<file path="src/rtl/alu_issue_stage.sv">
// rtl/alu_issue_stage.sv - command FIFO and registered result slot wrapped around a combinational ALU
module alu_issue_stage #(
  parameter int WIDTH = 32,
  parameter int DEPTH = 4
) (
  input  logic                      clk,
  input  logic                      rst_n,
  input  logic                      in_valid,
  output logic                      in_ready,
  input  logic [3:0]                in_opcode,
  input  logic [WIDTH-1:0]          in_a,
  input  logic [WIDTH-1:0]          in_b,
  input  logic [$clog2(WIDTH)-1:0]  in_shamt,
  output logic [3:0]                alu_opcode,
  output logic [WIDTH-1:0]          alu_in1,
  output logic [WIDTH-1:0]          alu_in2,
  output logic [$clog2(WIDTH)-1:0]  alu_shift,
  input  logic [WIDTH-1:0]          alu_result,
  input  logic                      alu_carry,
  output logic                      out_valid,
  input  logic                      out_ready,
  output logic [WIDTH-1:0]          out_result,
  output logic                      out_carry,
  output logic                      out_divz,
  output logic [3:0]                out_opcode,
  output logic [$clog2(DEPTH):0]    fifo_count
);
  localparam int sw = $clog2(WIDTH);
  localparam int aw = $clog2(DEPTH);
  localparam logic [aw:0] full_count = (aw + 1)'(DEPTH);

  logic [3:0]       op_mem [DEPTH];
  logic [WIDTH-1:0] a_mem  [DEPTH];
  logic [WIDTH-1:0] b_mem  [DEPTH];
  logic [sw-1:0]    sh_mem [DEPTH];

  logic [aw-1:0] wr_ptr;
  logic [aw-1:0] rd_ptr;
  logic          empty;
  logic          push;
  logic          pop;
  logic          head_arith;
  logic          head_divz;

  assign empty    = (fifo_count == '0);
  // No full-bypass: a full FIFO refuses a push even when it pops this cycle.
  assign in_ready = (fifo_count < full_count);
  assign push     = in_valid && in_ready;
  assign pop      = !empty && (!out_valid || out_ready);

  always_ff @(posedge clk) begin
    if (push) begin
      op_mem[wr_ptr] <= in_opcode;
      a_mem[wr_ptr]  <= in_a;
      b_mem[wr_ptr]  <= in_b;
      sh_mem[wr_ptr] <= in_shamt;
    end
  end

  always_ff @(posedge clk or negedge rst_n) begin
    if (!rst_n) begin
      wr_ptr     <= '0;
      rd_ptr     <= '0;
      fifo_count <= '0;
    end else begin
      if (push) wr_ptr <= wr_ptr + aw'(1);
      if (pop)  rd_ptr <= rd_ptr + aw'(1);
      case ({push, pop})
        2'b10:   fifo_count <= fifo_count + (aw + 1)'(1);
        2'b01:   fifo_count <= fifo_count - (aw + 1)'(1);
        default: fifo_count <= fifo_count;
      endcase
    end
  end

  // The ALU sees zeros while nothing is buffered, so it never computes on stale entries.
  assign alu_opcode = empty ? '0 : op_mem[rd_ptr];
  assign alu_in1    = empty ? '0 : a_mem[rd_ptr];
  assign alu_in2    = empty ? '0 : b_mem[rd_ptr];
  assign alu_shift  = empty ? '0 : sh_mem[rd_ptr];

  assign head_arith = (alu_opcode == 4'd4) || (alu_opcode == 4'd5);
  assign head_divz  = (alu_opcode == 4'd6) && (alu_in2 == '0);

  always_ff @(posedge clk or negedge rst_n) begin
    if (!rst_n) begin
      out_valid  <= 1'b0;
      out_result <= '0;
      out_carry  <= 1'b0;
      out_divz   <= 1'b0;
      out_opcode <= '0;
    end else if (pop) begin
      out_valid  <= 1'b1;
      out_result <= alu_result;
      out_opcode <= alu_opcode;
      out_carry  <= head_arith && alu_carry;
      out_divz   <= head_divz;
    end else if (out_valid && out_ready) begin
      out_valid  <= 1'b0;
    end
  end
endmodule

</file>
<file path="config.mk">
export PLATFORM = sky130hd
export DESIGN_NAME = alu_issue_stage
export DESIGN_NICKNAME = d
export VERILOG_FILES = /design/src/rtl/alu_issue_stage.sv
export SDC_FILE = /design/constraint.sdc
export NUM_CORES = 1
export LEC_CHECK = 0
export BUFFER_PORTS_ARGS = -buffer_cell sky130_fd_sc_hd__buf_2
export CORE_MARGIN = 10
export CORE_UTILIZATION = 50
export DETAILED_ROUTE_END_ITERATION = 12
export MAX_ROUTING_LAYER = met4
export PLACE_DENSITY = 0.72
export SYNTH_ARGS = -nofsm -noshare
export SYNTH_HDL_FRONTEND = slang
export SYNTH_SLANG_ARGS = --single-unit
</file>
<file path="constraint.sdc">
create_clock -name clk -period 6 [get_ports clk]
set_input_delay 0.3 -clock clk [delete_from_list [all_inputs] [get_ports clk]]
set_output_delay 0.3 -clock clk [all_outputs]
set_load 0.01 [all_outputs]
</file>
==> results of run 1 <==
==> flip-flops by register name (all words and copies together), names as in the netlist <==
name and flops:
b_mem 128, rd_ptr 2, out_valid 1, op_mem 16
a_mem 128, sh_mem 20, out_result 32, out_carry 1
wr_ptr 2, out_opcode 4, out_divz 1, fifo_count 3
==> power by group through the flow <==
| stage | Combinational (mW) | Clock, mW | Sequential, mW |
|---|---|---|---|
| after floorplan | 1.60 | 0 | 3.20 |
| after global placement | 2.39 | 0 | 3.33 |
| after detailed placement | 2.43 | 0 | 3.36 |
| after CTS | 2.46 | 2.16 | 3.31 |
| after global routing | 2.61 | 2.27 | 3.36 |
| final | 2.40 | 2.12 | 3.29 |
==> synth_stat cells <==
master,number
and2_1,4
buf_1,5
buf_2,9
buf_4,1
buf_6,1
clkbuf_1,13
dfrtp_1,46
edfxtp_1,292
fa_1,1
ha_1,5
inv_1,7
mux2_2,36
mux2i_1,1
mux4_1,2
mux4_2,71
nand2_1,3
nand2b_1,1
nand3b_1,1
nand4_1,2
nor2_1,2
nor2b_1,75
nor3_1,2
nor4_1,5
nor4b_1,2
o21ai_0,3
o31ai_2,1
or4_1,2
xnor2_1,4
xor2_1,2
==> per-stage QoR <==
| step | utilization | area, sq um | power (mW) | hold WS (ns) | setup slack (ns) |
|---|---|---|---|---|---|
| after floorplan | - | 12920 | 4.802 | 0.004409 | 3.059 |
| after global placement | 0.5684 | 14400 | 5.718 | 0.4799 | 2.679 |
| after detailed placement | 0.5684 | 14400 | 5.784 | 0.4946 | 2.639 |
| after CTS | 0.6243 | 15810 | 7.935 | 0.0009745 | 2.370 |
| after global routing | 0.6281 | 15910 | 8.241 | 0.000009021 | 2.204 |
| final | 0.6281 | 15910 | 7.808 | 0.01484 | 2.511 |
==> logic make-up after synthesis <==
kind of cell / count (synthesis)
AO/OA/AOI/OAI: 4
XOR/XNOR: 6
adder cells (fa/ha/maj): 6
buffers and inverters: 36
flip-flops: 338
multiplexers: 110
AND/OR/NAND/NOR: 99
==> final timing paths <==
kind,start,endpoint
worst max-delay path,rd_ptr[0],alu_opcode[1]
worst min-delay path,in_a[29],a_mem[2][29]
worst max register to register,rd_ptr[0],out_divz
worst min register to register,out_result[15],out_result[15]
max in group asynchronous,rst_n,rd_ptr[0]
min in group asynchronous,rst_n,out_result[9]
==> worst max-delay path: cells and delay by family, from the launching register on <==
family | cells | cell delay [ns]
DFF | 1 | 0.90
buffers and inverters | 2 | 0.93
and+or+nand+nor | 1 | 0.16
muxes | 1 | 0.64
==> routing by layer <==
layer / vias up / share of wire / GRT usage
li1: 2954 / - / -
met1: 3366 / 0.42 / 0.2100
met2: 261 / 0.48 / 0.2746
met3: 45 / 0.080 / 0.05495
met4: 0 / 0.019 / 0.04068
met5: - / 0 / -
==> cell type report <==
type / instances / share of cell area
Multi-Input combinational cell: 225 / 0.1801
Sequential cell: 338 / 0.6241
Clock buffer: 50 / 0.06253
Inverter: 7 / 0.001652
Antenna cell: 6 / 0.0009439
Tap cell: 330 / 0.02596
Clock inverter: 12 / 0.008889
Timing Repair Buffer: 266 / 0.09581
==> timing repair <==
item                                   CTS  global route
hold buffers                            28             8
setup buffers                            0             0
setup endpoints to repair                0             0
endpoints found under the hold margin  145            19
==> impl_metrics.csv, run 1 <==
group,metric,value,unit
critical_path,slowest_delay,0.90,ns
layout,fin_nets,990,
drt,drtIter0Drc,410,
floorplan,io_pins,226,
sta,fin_skew,0.01393,ns
yosys,synth_fa_ha_area_frac,0.006392,
yosys,synth_top_family_by_area,"multiplexers",
pwr,ir_worst_vdd,315.7,uV
clock_network,cts_resized,0,
drt,drc_errors,0,
global_route,grt_first_pass_wirelength,42980,um
placement,dp_hpwl,17120,um
yosys,syn_inst,599,
yosys,synth.area.mux_share,0.1600,
critical_path,crit_type,"register to output port",
yosys,yosys.area_share.xor_xnor,0.004067,
clock_network,cts.clk_slew.worst_paths,0.06,ns
yosys,synth-compound-area-share,0.002131,
pwr,pwr-share-clk,0.271,
drt,routed_via_density,5.370,
sta,relSlewSlack,0.2419,
yosys,yosys-top-cells-area,"edfxtp_1 68%, mux4_2 12%, dfrtp_1 8.9%",
placement,dp.cells,1130,
layout,regArea,0.009927,sq mm
placement,globalplace.congestion,0.8840,
critical_path,end_kind,"output port",
yosys,yosysSeqAreaShare,0.7678,
global_route,grt.total_usage,0.1716,
clock_network,insertion_delay,0.51,ns
critical_path,r2r_slack,2.76,ns
yosys,yosys.area_share.simple,0.04745,
drt,wl_per_cell,22.30,um
yosys,yosysWarnings,0,
clock_network,htreeDepth,2,
floorplan,start_util,0.5101,
sta,hold_violations,0,
critical_path,cp_max_fo,39,
drt,totalWireLength,27520,um
critical_path,start_kind,"register",
pwr,pwr-share-seq,0.422,
clock_network,cts_buffers,36,
sta,slew_viol_final,0,
sta,period_share,0.5815,
floorplan,core-area,0.02533,sq mm
global_route,overflow,0,
sta,grt_setup_unrepaired,"no",
yosys,synth_top_area_cell,"edfxtp_1",
pwr,p_sw,2.351,mW
yosys,netlist_area,0.01292,sq mm
yosys,synth_area_per_cell,21.57,sq um
pwr,p_int,5.457,mW
layout,fin_cells,1234,
floorplan,rows,58,
pwr,p_leak,5.775,nW
critical_path,crit_chain,"buf_4 > mux4_2 > nor2b_1 > buf_2",
layout,nFillCells,1768,
layout,layout-drive-gt1-share,0.4399,
yosys,synth_top_area_share,0.6787,
global_route,grt_start_max_net_pins,79,
drt,ant_nets,0,
pwr,combPwrFrac,0.307,
clock_network,root_buffer,"clkbuf_16",
drt,first_pass_iters,4,
floorplan,die_width,180.7,um
yosys,synthDistinctLibCells,29,
floorplan,fp.dieArea,0.03267,sq mm
sta,max_freq,0.2866,GHz
worst_hold_path,hold_class,"input port to register",
yosys,ys_seq_elements,338,
clock_network,cts.sinks,338,
critical_path,arrival,3.19,ns
clock_network,cts_tree,"yes",
layout,multi_input_area,0.002865,sq mm
floorplan,die_y,180.7,um
sta,tightest_slew,1.137,ns
clock_network,cts_buffer_depth,3,
yosys,synth_fp_nets,715,
drt,vias,6626,
layout,final_cell_mix,"292 x edfxtp_1, 225 x buf_2, 75 x nor2b_1",
sta,setup_viol,0,
pwr,power.density,490.8,mW/mm^2
sta,finalCriticalPeriod,3.489,ns
pwr,switching_share,0.3011,
flow_run,maxCapViolCount,0,
layout,area_growth,23.12,%
sta,fin_setup_tns,0,ns
outcome,outcome,"completed",
critical_path,cp.required,5.70,ns
critical_path,crit_path_top_delay_cell,"dfrtp_4",
critical_path,rr_worst_depth,5,
global_route,antenna_found_initial,6,
global_route,first_global_vias,7449,
layout,layout_commonest_cell,"edfxtp_1",
placement,numPortBuffers,225,
worst_hold_path,min_path_cells,1,
Note: power is estimated with default switching activity, not from simulation.
==> run 2, diff against run 1 <==
Clock period 6 ns to 3.5 ns, I/O delays scaled along.
==> run 2 against run 1 <==
Sequential power increased by 67%; clock-buffer cell count increased by 2; global-route usage increased by 0.69 points; clock skew up 0.0012 ns; worst setup slack worse by 2.2 ns; critical path type unchanged; critical endpoint is now alu_in1[2].
==> impl_metrics.csv, run 2 (same netlist as run 1, synthesis figures left out) <==
group,metric,value,unit
sta,grt_setup_unrepaired,"no",
critical_path,rr_worst_depth,5,
sta,setup_viol,0,
sta,fin_setup_tns,0,ns
sta,fin_skew,0.01509,ns
pwr,pwr-share-seq,0.411,
pwr,p_int,9.256,mW
critical_path,end_kind,"output port",
floorplan,core-area,0.02533,sq mm
clock_network,insertion_delay,0.51,ns
critical_path,cp_max_fo,33,
layout,area_growth,28.98,%
layout,final_cell_mix,"292 x edfxtp_1, 225 x buf_2, 107 x dlygate4sd3_1",
pwr,combPwrFrac,0.331,
drt,drtIter0Drc,361,
layout,largestRegisters,"a_mem: 128 flops, b_mem: 128 flops, out_result: 32 flops",
critical_path,crit_chain,"buf_12 > buf_4 > mux4_2 > nor2b_1 > buf_2",
drt,routed_via_density,5.293,
pwr,p_sw,4.095,mW
drt,wl_per_cell,21.81,um
critical_path,crit_type,"register to output port",
sta,max_freq,0.3136,GHz
clock_network,ctsHoldBuffers,107,
critical_path,endpoint,"alu_in1[2]",
floorplan,die_y,180.7,um
sta,period_share,0.9111,
global_route,overflow,0,
critical_path,cp.required,3.32,ns
global_route,met1_usage,0.2220,
layout,fin_nets,1066,
global_route,grt.total_usage,0.1786,
critical_path,worstReg2RegStart,"rd_ptr[0]",
global_route,grt_first_pass_wirelength,44730,um
drt,totalWireLength,28630,um
global_route,grt_start_max_net_pins,78,
critical_path,crit_path_top_delay_cell,"dfrtp_4",
pwr,pwr-share-clk,0.258,
floorplan,start_util,0.5101,
layout,layout_commonest_cell,"edfxtp_1",
drt,drc_errors,0,
clock_network,cts_setup_buffers,0,
layout,layout-drive-gt1-share,0.4080,
critical_path,crit_start,"rd_ptr[0]",
floorplan,io_pins,226,
global_route,met3_usage,0.04915,
critical_path,timing.rr.end,"out_divz",
clock_network,htreeDepth,2,
worst_hold_path,hold_class,"input port to register",
global_route,met2_usage,0.2855,
floorplan,rows,58,
drt,first_pass_iters,5,
drt,vias,6950,
global_route,first_global_vias,7805,
pwr,p_leak,6.094,nW
clock_network,root_buffer,"clkbuf_16",
global_route,grt.busiest_layer,"met2",
sta,slew_viol_final,0,
clock_network,cts_buffer_depth,3,
sta,relSlewSlack,0.2747,
pwr,ir_worst_vdd,592.8,uV
clock_network,cts.clk_slew.worst_paths,0.06,ns
sta,finalCriticalPeriod,3.189,ns
flow_run,maxCapViolCount,0,
placement,numPortBuffers,225,
pwr,power.density,801.2,mW/mm^2
drt,ant_nets,0,
critical_path,arrival,3.01,ns
placement,dp_hpwl,17880,um
floorplan,fp.dieArea,0.03267,sq mm
global_route,antenna_found_initial,5,
pwr,switching_share,0.3067,
clock_network,cts_tree,"yes",
clock_network,cts.sinks,338,
placement,globalplace.congestion,0.8845,
critical_path,slowest_delay,0.67,ns
clock_network,cts_resized,0,
outcome,outcome,"completed",
critical_path,r2r_slack,0.78,ns
clock_network,cts_buffers,36,
floorplan,die_width,180.7,um
critical_path,start_kind,"register",
sta,hold_violations,0,
sta,tightest_slew,1.085,ns
pwr,report.power.total,13.35,mW
## run 2: how the worst min path moves through the flow
stage	start	to	slack, ns	cells after the start
finish	out_ready	out_valid	0.07	3
global route	out_ready	out_valid	0.07	3
CTS	out_ready	out_valid	0.04	3
detailed placement	rst_n	out_result[9]	0.22	1
global placement	rst_n	out_result[7]	0.19	1
floorplan	rst_n	fifo_count[0]	-0.12	0
## run 2: final cells by class
cell class | count | area, sq um
sequential | 338 | 9927
fill | 1692 | 8663
multi-input combinational | 225 | 2865
timing repair buffer | 342 | 2335
clock buffer | 52 | 1012
tap | 330 | 412.9
clock inverter | 14 | 72.57
inverter | 7 | 26.28
antenna | 5 | 12.51
## run 2: layer usage
metal  up-vias  share of wire
li1       3106              -
met1      3544           0.42
met2       265           0.49
met3        35          0.078
met4         0          0.017
met5         -              0
## run 2: through the flow
stage,instance area (sq um),hold slack [ns],util,setup WS (ns),cells
6_report,16660,0.06935,0.6579,0.3111,1313
3_3_place_gp,14500,0.1914,0.5723,0.7433,1135
3_5_place_dp,14500,0.2161,0.5723,0.7628,1135
4_1_cts,16650,0.03958,0.6574,0.1891,1308
5_1_grt,16660,0.06646,0.6579,0.05106,1313
2_1_floorplan,12920,-0.1206,-,0.5586,599
## run 2: power groups by stage
stage	logic (mW)	registers [mW]	clock network, mW
after floorplan	2.74	5.49	0
after global placement	4.33	5.52	0
after detailed placement	4.39	5.57	0
after CTS	4.52	5.50	3.54
after global routing	4.82	5.57	3.71
final	4.42	5.49	3.45
## run 2: critical path: cells and delay by family, from the launching register on
family	cells	cell delay, ns
mux	1	0.59
simple gates	1	0.17
flops	1	0.67
buf+inv	3	1.04
==> run 3, diff against run 2 <==
Settings changed: ABC_AREA set to 1.
==> run 3 against run 2 <==
Area after synthesis up 6.3%; synthesized cell count up 110%; clock skew down 0.0049 ns; utilization down 1.7 points; register-to-register slack better by 0.42 ns; maximum frequency up 16%; worst hold slack better by 0.20 ns; non-clock buffer count up 8; power up 9.4%; final area up 3.9%; final cell count up 47%.
==> impl_metrics.csv, run 3 <==
group,metric,value,unit
outcome,outcome,"completed",
drt,drtIter0Drc,760,
placement,dp_hpwl,19690,um
drt,vias,9908,
clock_network,cts.clk_slew.worst_paths,0.05,ns
sta,relSlewSlack,0.4543,
sta,max_freq,0.3644,GHz
pwr,p_leak,7.398,nW
yosys,synth.most_common_cell,"nand2_1",
sta,period_share,0.7842,
sta,tightest_slew,0.8186,ns
sta,finalCriticalPeriod,2.745,ns
yosys,synthArstFlopShare,0.1361,
layout,layout-drive-gt1-share,0.1904,
yosys,synth_fp_nets,1355,
global_route,antenna_found_initial,4,
critical_path,crit_path_top_delay_cell,"inv_4",
yosys,synth.area.mux_share,0,
placement,dpl_cell_area,0.01518,sq mm
layout,nFillCells,2024,
pwr,report.power.total,14.61,mW
drt,wl_per_cell,17.97,um
clock_network,htreeDepth,2,
yosys,netlist_area,0.01374,sq mm
critical_path,crit_chain,"inv_4 > buf_12 > o21ai_0 > a21oi_1 > buf_2",
critical_path,crit_type,"register to output port",
critical_path,worstReg2RegStart,"fifo_count[0]",
floorplan,die_width,185.7,um
global_route,first_global_vias,10105,
layout,fin_nets,1680,
floorplan,core-area,0.02703,sq mm
layout,final_cell_mix,"334 x nand2_1, 292 x edfxtp_1, 225 x buf_2",
yosys,synth_top_area_share,0.6384,
clock_network,insertion_delay,0.51,ns
critical_path,cp.required,3.32,ns
clock_network,root_buffer,"clkbuf_16",
critical_path,timing.rr.end,"fifo_count[2]",
sta,hold_violations,0,
layout,multi_input_area,0.003104,sq mm
layout,fin_cells,1932,
critical_path,start_kind,"register",
yosys,yosys.area_share.xor_xnor,0.002551,
critical_path,r2r_slack,1.20,ns
global_route,overflow,0,
clock_network,cts_buffer_depth,3,
clock_network,cts_tree,"yes",
clock_network,cts_buffers,36,
floorplan,start_util,0.5082,
drt,routed_via_density,5.128,
placement,numPortBuffers,225,
drt,totalWireLength,34720,um
clock_network,cts_setup_buffers,0,
layout,area_growth,26.03,%
critical_path,cp_max_fo,75,
floorplan,io_pins,226,
sta,setup_viol,0,
placement,globalplace.congestion,0.7639,
pwr,ir_worst_vdd,663.5,uV
floorplan,fp.dieArea,0.03450,sq mm
yosys,synth-main-ff-cell,"edfxtp_1",
drt,drc_errors,0,
global_route,grt.total_usage,0.2044,
layout,final_area,0.01731,sq mm
sta,grt_setup_unrepaired,"no",
yosys,synthTopCellsByCount,"334 x nand2_1, 292 x edfxtp_1, 198 x nor2_1",
yosys,synth_top_family_by_area,"simple AND/OR/NAND/NOR gates",
yosys,synth_edf_count,292,
yosys,yosys-top-cells-area,"edfxtp_1 64%, nand2_1 9.1%, dfrtp_1 8.4%",
yosys,synth_area_per_cell,11.09,sq um
critical_path,slowest_delay,0.59,ns
clock_network,cts.sinks,338,
sta,fin_skew,0.01021,ns
yosys,synthDistinctLibCells,22,
yosys,yosysSeqAreaShare,0.7222,
yosys,synth-compound-area-share,0.05356,
worst_hold_path,hold_class,"input port to async pin",
critical_path,end_kind,"output port",
flow_run,maxCapViolCount,0,
placement,dp.cells,1759,
yosys,yosysWarnings,0,
yosys,ys_seq_elements,338,
layout,regArea,0.009925,sq mm
drt,ant_nets,0,
critical_path,arrival,2.57,ns
yosys,syn_inst,1239,
yosys,yosys.area_share.simple,0.1612,
layout,layout_commonest_cell,"nand2_1",
sta,slew_viol_final,0,
layout,largestRegisters,"a_mem: 128 flops, b_mem: 128 flops, out_result: 32 flops",
global_route,grt_start_max_net_pins,148,
pwr,power.density,843.8,mW/mm^2
critical_path,rr_worst_depth,10,
global_route,grt_first_pass_wirelength,53830,um
floorplan,die_y,185.7,um
yosys,synth_fa_ha_area_frac,0.006012,
yosys,synth_top_area_cell,"edfxtp_1",
floorplan,rows,60,
drt,first_pass_iters,5,
-- run 3: worst max-delay path, delay by kind of cell, from the launching register on --
kind	cells	cell delay, ns
flops	1	0.50
buf+inv	3	1.14
compound gates	2	0.42
-- run 3: timing repair --
| action | 4_1_cts | 5_1_grt |
|---|---|---|
| gates resized for setup | 0 | 0 |
| endpoints found under the setup margin | 0 | 0 |
| hold buffers | 108 | 0 |
| hold endpoints to repair | 357 | 0 |
-- run 3: how the worst max path moves through the flow --
stage                       start            end  slack, ns  cells after the start
detailed placement  fifo_count[0]  fifo_count[2]       1.17                     10
CTS                     rd_ptr[0]    alu_in1[16]       0.73                      5
global placement    fifo_count[0]  fifo_count[2]       1.18                     10
finish                  rd_ptr[0]    alu_in1[16]       0.76                      5
floorplan           fifo_count[2]    a_mem[0][0]      -0.84                      3
global route            rd_ptr[0]     alu_in1[6]       0.58                      5
-- run 3: per-layer routing --
layer  up-vias  share of wire  GRT usage
met5         -              0          -
met4         0          0.020    0.05579
met3        55          0.081    0.03880
met2       434           0.49     0.3370
met1      4682           0.41     0.2548
li1       4737              -          -
-- run 3: layout make-up --
class	count	area share
flip-flops and latches	338	0.5733
multi-input cells	731	0.1793
repair buffers	350	0.1385
clock buffers	46	0.05601
well taps	341	0.02465
inverters	107	0.02334
clock inverters	14	0.004192
diodes	5	0.0007228
-- run 3: metrics by stage --
| step | hold WS, ns | utilization | TNS [ns] | worst slack (ns) |
|---|---|---|---|---|
| 2_1_floorplan | -0.1206 | - | -244.22 | -0.8364 |
| 3_3_place_gp | 0.2673 | 0.5615 | 0 | 1.184 |
| 3_5_place_dp | 0.2701 | 0.5615 | 0 | 1.168 |
| 4_1_cts | 0.2761 | 0.6401 | 0 | 0.7278 |
| 5_1_grt | 0.3434 | 0.6405 | 0 | 0.5770 |
| 6_report | 0.2688 | 0.6406 | 0 | 0.7554 |
-- run 3: where the power goes --
group | total [mW] | switching (mW) | internal [mW]
Clock | 3.41 | 1.46 | 1.95
Combinational | 5.82 | 3.92 | 1.90
Sequential | 5.38 | 0.240 | 5.14
-- run 3: cell families after synthesis --
kind of cell / count (synthesis)
fa+ha+maj: 6
compound gates: 147
xor+xnor: 4
simple gates: 574
buf+inv: 170
flops: 338
